$ cat config.mk
export PLATFORM = sky130hd
export DESIGN_NAME = beat_rate_meter
export DESIGN_NICKNAME = d
export VERILOG_FILES = /design/src/rtl/beat_rate_meter.sv
export SDC_FILE = /design/constraint.sdc
export NUM_CORES = 1
export LEC_CHECK = 0
export CAP_MARGIN = 20
export CORE_MARGIN = 1.5
export CORE_UTILIZATION = 65
export DETAILED_ROUTE_END_ITERATION = 16
export PLACE_DENSITY = 0.85
export SETUP_SLACK_MARGIN = 0.1
export SLEW_MARGIN = 20
export SYNTH_ARGS = -nofsm -noshare
export SYNTH_HDL_FRONTEND = slang
export SYNTH_SLANG_ARGS = --single-unit
$ cat constraint.sdc
create_clock -name clk -period 13.1 [get_ports clk]
set_clock_uncertainty 0.15 [all_clocks]
set_input_delay 2.62 -clock clk [delete_from_list [all_inputs] [get_ports clk]]
set_output_delay 2.62 -clock clk [all_outputs]
set_load 0.03 [all_outputs]
$ cat src/rtl/beat_rate_meter.sv
// beat_rate_meter: turns the comparator pulse level into beat strobes, inter-beat
// intervals in ms and a rolling 4-interval average heart rate in BPM.
module beat_rate_meter #(
    parameter int MIN_IBI_MS = 300,
    parameter int MAX_IBI_MS = 2000
) (
    input  logic        clk,
    input  logic        rst,
    input  logic        tick,
    input  logic        pulse,
    output logic        beat,
    output logic [11:0] ibi_ms,
    output logic [7:0]  bpm,
    output logic        bpm_valid,
    output logic        no_signal
);

    localparam logic [11:0] MIN_CNT   = 12'(MIN_IBI_MS);
    localparam logic [11:0] MAX_CNT   = 12'(MAX_IBI_MS);
    localparam logic [11:0] TMO_CNT   = 12'(MAX_IBI_MS - 1);
    localparam logic [15:0] DIVIDEND  = 16'd60000;
    localparam logic [4:0]  LAST_STEP = 5'd17;

    typedef enum logic [1:0] {
        WAIT_FIRST = 2'd0,
        MEASURE    = 2'd1,
        DIVIDE     = 2'd2
    } state_t;

    state_t      state_r;
    state_t      next_state_s;
    logic        pulse_d_r;
    logic        rise_s;
    logic [11:0] cnt_r;
    logic [11:0] hist_r [0:3];
    logic [2:0]  nfill_r;
    logic [2:0]  nfill_inc_s;
    logic [12:0] sum_s;
    logic [15:0] avg_s;
    logic        first_s;
    logic        accept_s;
    logic        timeout_s;
    logic        div_done_s;
    logic [4:0]  div_step_r;
    logic [15:0] rem_r;
    logic [15:0] quo_r;
    logic [15:0] dvsr_r;
    logic [16:0] rem_shift_s;
    logic        sub_neg_s;

    function automatic logic [7:0] sat8(input logic [15:0] v);
        logic [7:0] r;
        if (v[15:8] != 8'd0) begin
            r = 8'hFF;
        end else begin
            r = v[7:0];
        end
        return r;
    endfunction

    assign rise_s      = pulse & ~pulse_d_r;
    assign nfill_inc_s = (nfill_r == 3'd4) ? 3'd4 : (nfill_r + 3'd1);
    assign sum_s       = {1'b0, hist_r[0]} + {1'b0, hist_r[1]}
                       + {1'b0, hist_r[2]} + {1'b0, hist_r[3]};
    assign avg_s       = {3'b000, sum_s} >> 2;
    assign div_done_s  = (state_r == DIVIDE) && (div_step_r == LAST_STEP);
    // One restoring step: shift in the next dividend bit, subtract if it fits.
    assign rem_shift_s = {rem_r, quo_r[15]};
    assign sub_neg_s   = (rem_shift_s < {1'b0, dvsr_r});

    // State register.
    always_ff @(posedge clk or posedge rst) begin
        if (rst) begin
            state_r <= WAIT_FIRST;
        end else begin
            state_r <= next_state_s;
        end
    end

    // Next-state and event decode; rise outranks timeout in the same cycle.
    always_comb begin
        next_state_s = state_r;
        first_s      = 1'b0;
        accept_s     = 1'b0;
        timeout_s    = 1'b0;
        case (state_r)
            WAIT_FIRST: begin
                if (rise_s) begin
                    first_s      = 1'b1;
                    next_state_s = MEASURE;
                end else begin
                    next_state_s = WAIT_FIRST;
                end
            end
            MEASURE: begin
                if (rise_s && (cnt_r >= MIN_CNT)) begin
                    accept_s = 1'b1;
                    if (nfill_inc_s == 3'd4) begin
                        next_state_s = DIVIDE;
                    end else begin
                        next_state_s = MEASURE;
                    end
                end else if (tick && (cnt_r == TMO_CNT)) begin
                    timeout_s    = 1'b1;
                    next_state_s = WAIT_FIRST;
                end else begin
                    next_state_s = MEASURE;
                end
            end
            DIVIDE: begin
                if (div_step_r == LAST_STEP) begin
                    next_state_s = MEASURE;
                end else begin
                    next_state_s = DIVIDE;
                end
            end
            default: begin
                next_state_s = WAIT_FIRST;
            end
        endcase
    end

    // Edge-detect delay register.
    always_ff @(posedge clk or posedge rst) begin
        if (rst) begin
            pulse_d_r <= 1'b0;
        end else begin
            pulse_d_r <= pulse;
        end
    end

    // Interval counter: ms since last accepted edge, saturating at the timeout value.
    always_ff @(posedge clk or posedge rst) begin
        if (rst) begin
            cnt_r <= 12'd0;
        end else if (first_s || accept_s) begin
            cnt_r <= 12'd0;
        end else if (tick && (cnt_r < MAX_CNT)) begin
            cnt_r <= cnt_r + 12'd1;
        end else begin
            cnt_r <= cnt_r;
        end
    end

    // Interval history and fill count.
    always_ff @(posedge clk or posedge rst) begin
        if (rst) begin
            hist_r[0] <= 12'd0;
            hist_r[1] <= 12'd0;
            hist_r[2] <= 12'd0;
            hist_r[3] <= 12'd0;
            nfill_r   <= 3'd0;
        end else if (accept_s) begin
            hist_r[0] <= cnt_r;
            hist_r[1] <= hist_r[0];
            hist_r[2] <= hist_r[1];
            hist_r[3] <= hist_r[2];
            nfill_r   <= nfill_inc_s;
        end else if (timeout_s) begin
            nfill_r <= 3'd0;
        end else begin
            nfill_r <= nfill_r;
        end
    end

    // Beat strobe, latest interval and loss-of-signal flag.
    always_ff @(posedge clk or posedge rst) begin
        if (rst) begin
            beat      <= 1'b0;
            ibi_ms    <= 12'd0;
            no_signal <= 1'b1;
        end else begin
            beat <= accept_s;
            if (accept_s) begin
                ibi_ms <= cnt_r;
            end
            if (first_s) begin
                no_signal <= 1'b0;
            end else if (timeout_s) begin
                no_signal <= 1'b1;
            end
        end
    end

    // Divider: step 0 loads, steps 1..16 iterate, step 17 hands the quotient over.
    always_ff @(posedge clk or posedge rst) begin
        if (rst) begin
            div_step_r <= 5'd0;
            rem_r      <= 16'd0;
            quo_r      <= 16'd0;
            dvsr_r     <= 16'd0;
        end else if (state_r == DIVIDE) begin
            if (div_step_r == 5'd0) begin
                rem_r  <= 16'd0;
                quo_r  <= DIVIDEND;
                dvsr_r <= avg_s;
            end else if (div_step_r <= 5'd16) begin
                quo_r <= {quo_r[14:0], ~sub_neg_s};
                if (sub_neg_s) begin
                    rem_r <= rem_shift_s[15:0];
                end else begin
                    rem_r <= rem_shift_s[15:0] - dvsr_r;
                end
            end
            div_step_r <= (div_step_r == LAST_STEP) ? 5'd0 : (div_step_r + 5'd1);
        end else begin
            div_step_r <= 5'd0;
        end
    end

    // Rate outputs change only on divide completion or timeout.
    always_ff @(posedge clk or posedge rst) begin
        if (rst) begin
            bpm       <= 8'd0;
            bpm_valid <= 1'b0;
        end else if (div_done_s) begin
            bpm       <= sat8(quo_r);
            bpm_valid <= 1'b1;
        end else if (timeout_s) begin
            bpm       <= 8'd0;
            bpm_valid <= 1'b0;
        end else begin
            bpm       <= bpm;
            bpm_valid <= bpm_valid;
        end
    end

endmodule
==> impl_summary.txt <==
----------------------------------------------------
[Status]
  Result of the run ... completed

[Logic synthesis]
  Syn. warnings ... 0
  Netlist area before placement ... 6980 um^2
  Most used flip-flop cell after synthesis ... sky130_fd_sc_hd__dfrtp_1
  Nets in the synthesized netlist ... 779
  Number of cells produced by synthesis ... 722
  #FFs+latches synth ... 125
  Mean area per synthesized cell ... 9.67 um^2
  Ys async rst share ... 100%
  Register area share after synthesis ... 44.8%
  Count of flip-flops with a built-in enable after synthesis ... 0
  Unique cell type count in the Yosys netlist ... 64

[Timing]
  Setup Total Neg Slack ... 0 ns
  Min Clock Period, post-route ... 4.51 ns
  Setup repair after global routing missed its margin ... no
  Fin. Hold Viols ... 0
  Final setup margin ... 8.59 ns
  Maximum operating frequency ... 0.222 GHz
  Transition time at the pin with the least slew margin ... 1.02 ns
  Final worst path period share ... 34.4%
  Total of endpoints with negative setup slack in the final report ... 0
  Worst slew margin relative to its limit ... 31.2%
  Count of final max-slew check failures ... 0

[CTS]
  H-tree levels ... 4
  Post-CTS Hold Fix Bufs ... 0
  Clock network latency to the later pin of the worst-skew pair ... 0.55 ns
  TritonCTS clock tree ... built
  Clock sinks ... 125
  Post-CTS setup repair buffer count ... 0
  Max Buffers Root-to-Sink ... 2
  Clock transition at the register clock pins on the worst setup and hold paths after CTS ... 0.06 ns
  TritonCTS buffer count ... 17
  Clock root buffer master ... sky130_fd_sc_hd__clkbuf_8
  CTS-repair resized insts ... 0

[Detailed routing]
  Total routed wirelength ... 14600 um
  Antenna-violating nets left ... 0
  Final routed wire length divided by cell count ... 16.5 um
  Number of DRC violations after detailed-routing iteration 0 ... 435
  Number of detailed-route iterations in the first pass ... 6
  Via density ... 5.82
  Total DRC errors in the routed layout ... 0
  Routed via count ... 5154

[Die]
  Core Area ... 10400 um^2
  Die X-Extent ... 107 um
  Vert. Die Dim ... 107 um
  Initial Utilization ... 67.3%
  Rows ... 37
  Die footprint ... 11400 um^2
  Top-Level Pins ... 27

[Setup path]
  Data required time at the worst endpoint ... 10.33 ns
  Kind of end point of the critical path ... output port
  Cell class contributing the biggest share of worst-path delay ... buffers and inverters
  CP Cell Sequence ... clkdlybuf4s50_1
  Crit path depth ... 1
  Crit path kind ... register to output port
  Number of cells on the worst reg-to-reg path ... 11
  Data arrival at the endpoint of the critical path ... 1.74 ns
  Critical Path Fanout Max ... 3
  Worst stage delay on the critical path ... 0.66 ns
  Buffering stage count on the worst path with inverters included ... 1
  Crit-path slowest cell ... sky130_fd_sc_hd__clkdlybuf4s50_1
  Type of origin of the critical path ... register

[GRT]
  Combined global-route utilization of all metal layers ... 28.5%
  Pin count of the biggest net entering global routing ... 91
  Global-route track usage on met1 ... 34.9%
  Antenna violations before repair ... 0
  Total congestion overflow ... 0
  Global-route wire length before repair ... 25000 um
  Most used routing layer ... met2
  Met3 Use GR ... 6.02%
  Met2 track utilization from global routing ... 48.9%
  Via count of the first global-routing pass ... 5279

[Final layout]
  Area grow syn2layout ... 11.8%
  Finished layout cell area ... 7810 um^2
  Filler cell count in the final layout ... 674
  Number of antenna repair diodes ... 0
  Area occupied by multi-input gates ... 3350 um^2
  Ratio of cells with drive above 1 in the final layout ... 7.61%
  Finished Core Util ... 75.3%
  Register area ... 3130 um^2
  Nets@finish ... 793

[Flow run]
  Number of maximum-capacitance violations ... 0

[Place]
  Area after DPL ... 7250 um^2
  Final HPWL from detailed placement ... 9510 um
  Total of buffers placed on input and output ports ... 26
  Final weighted congestion in routability-driven placement ... 0.845
  Placement-stage worst setup slack ... 8.25 ns

[Hold path]
  Worst hold stages ... 2
  HP Class ... register to register

[Pwr]
  Maximum vdd drop ... 0.0990 mV
  Leakage ... 3.72 nW
  Power density of the placed cells ... 127 nW/um^2

----------------------------------------------------
## report_power, final
group | switching [W] | internal, W | total (W)
Combinational | 0.0000742 | 0.0000512 | 0.000125
Sequential | 0.0000141 | 0.000400 | 0.000414
Clock | 0.000170 | 0.000280 | 0.000450
## registers in the layout (all words and copies together), names as in the netlist
register and flops:
hist_r 36, quo_r 16, rem_r 16, cnt_r 12, ibi_ms 12, dvsr_r 11
bpm 8, div_step_r 5, nfill_r 3, state_r 2, beat 1, bpm_valid 1
no_signal 1, pulse_d_r 1
## worst paths after layout
path                       slack, ns       endpoint  startpoint
min                             0.33      hist_r[3]  hist_r[15]
max                             8.59      no_signal   no_signal
min reg2reg                     0.33      hist_r[3]  hist_r[15]
max reg2reg                     9.65     dvsr_r[10]   ibi_ms[2]
max in group asynchronous       9.37     hist_r[15]         rst
min in group asynchronous       2.32  div_step_r[0]         rst
## synth_stat cells, types with 3 or more instances
cell	number	area [um^2]
sky130_fd_sc_hd__dfrtp_1	124	3100
sky130_fd_sc_hd__nand2_1	106	398
sky130_fd_sc_hd__inv_1	82	308
sky130_fd_sc_hd__o21ai_0	59	295
sky130_fd_sc_hd__nor2_1	43	161
sky130_fd_sc_hd__ha_1	28	350
sky130_fd_sc_hd__fa_1	25	500
sky130_fd_sc_hd__a21oi_1	24	120
sky130_fd_sc_hd__xor2_1	20	175
sky130_fd_sc_hd__nand3_1	19	95.1
sky130_fd_sc_hd__clkbuf_1	16	60.1
sky130_fd_sc_hd__o21ai_1	13	65.1
sky130_fd_sc_hd__buf_4	12	90.1
sky130_fd_sc_hd__mux2_2	12	135
sky130_fd_sc_hd__xnor2_1	10	87.6
sky130_fd_sc_hd__mux2i_1	7	70.1
sky130_fd_sc_hd__o21a_1	7	52.6
sky130_fd_sc_hd__nand4_1	6	37.5
sky130_fd_sc_hd__nor2b_1	6	37.5
sky130_fd_sc_hd__a211oi_1	5	37.5
sky130_fd_sc_hd__a21o_1	5	37.5
sky130_fd_sc_hd__a31oi_1	5	31.3
sky130_fd_sc_hd__buf_2	5	25.0
sky130_fd_sc_hd__nor3_1	5	25.0
sky130_fd_sc_hd__o211ai_1	5	37.5
sky130_fd_sc_hd__or3_1	5	31.3
sky130_fd_sc_hd__a22o_1	4	35.0
sky130_fd_sc_hd__and3_1	4	25.0
sky130_fd_sc_hd__nand2b_1	4	25.0
sky130_fd_sc_hd__or2_2	4	25.0
sky130_fd_sc_hd__a21boi_0	3	22.5
sky130_fd_sc_hd__and4_1	3	26.3
sky130_fd_sc_hd__nor4_1	3	18.8
sky130_fd_sc_hd__o2111ai_1	3	26.3
sky130_fd_sc_hd__o31ai_1	3	22.5
## placed cells by master (no fill, tap or decap), drive strengths merged, types with 7 or more instances in the layout
cell           count
o21ai             72
a21oi             24
dfrtp            124
mux2i              7
o21a               7
ha                28
or3                7
nand2            106
clkbuf            25
nor2              43
inv               82
mux2              13
fa                25
xor2              20
nand3             19
clkdlybuf4s50     26
xnor2             10
## cells by family after synthesis
group                      after synthesis  share of synthesized area [%]
buffers and inverters                  117                           7.24
and+or+nand+nor                        226                           15.5
adders and majority gates               53                           12.2
muxes                                   20                           3.10
DFF                                    125                           44.8
xor gates and xnor gates                30                           3.76
AOI/OAI and AO/OA                      151                           13.4
## routing by layer
| metal | share of wire (%) | routed length (um) | vias up |
|---|---|---|---|
| met2 | 52 | 7530 | 132 |
| met3 | 3.8 | 554 | 39 |
| li1 | - | - | 2441 |
| met1 | 42 | 6170 | 2542 |
| met4 | 2.4 | 345 | 0 |
| met5 | 0 | 0 | - |
## per-stage QoR
stage	instances	hold slack (ns)	total power, W
after floorplan	722	0.299	0.000512
after global placement	853	0.306	0.000534
after detailed placement	853	0.319	0.000542
after CTS	885	0.333	0.000991
after global routing	885	0.365	0.00103
final	885	0.326	0.000989
## layout make-up
class | count | area share, %
timing repair buffer | 30 | 3.77
tap | 136 | 2.18
clock inverter | 7 | 1.12
clock buffer | 25 | 5.95
sequential | 125 | 40.1
multi-input combinational | 480 | 42.9
inverter | 82 | 3.97
Note: power is estimated with default switching activity, not from simulation.
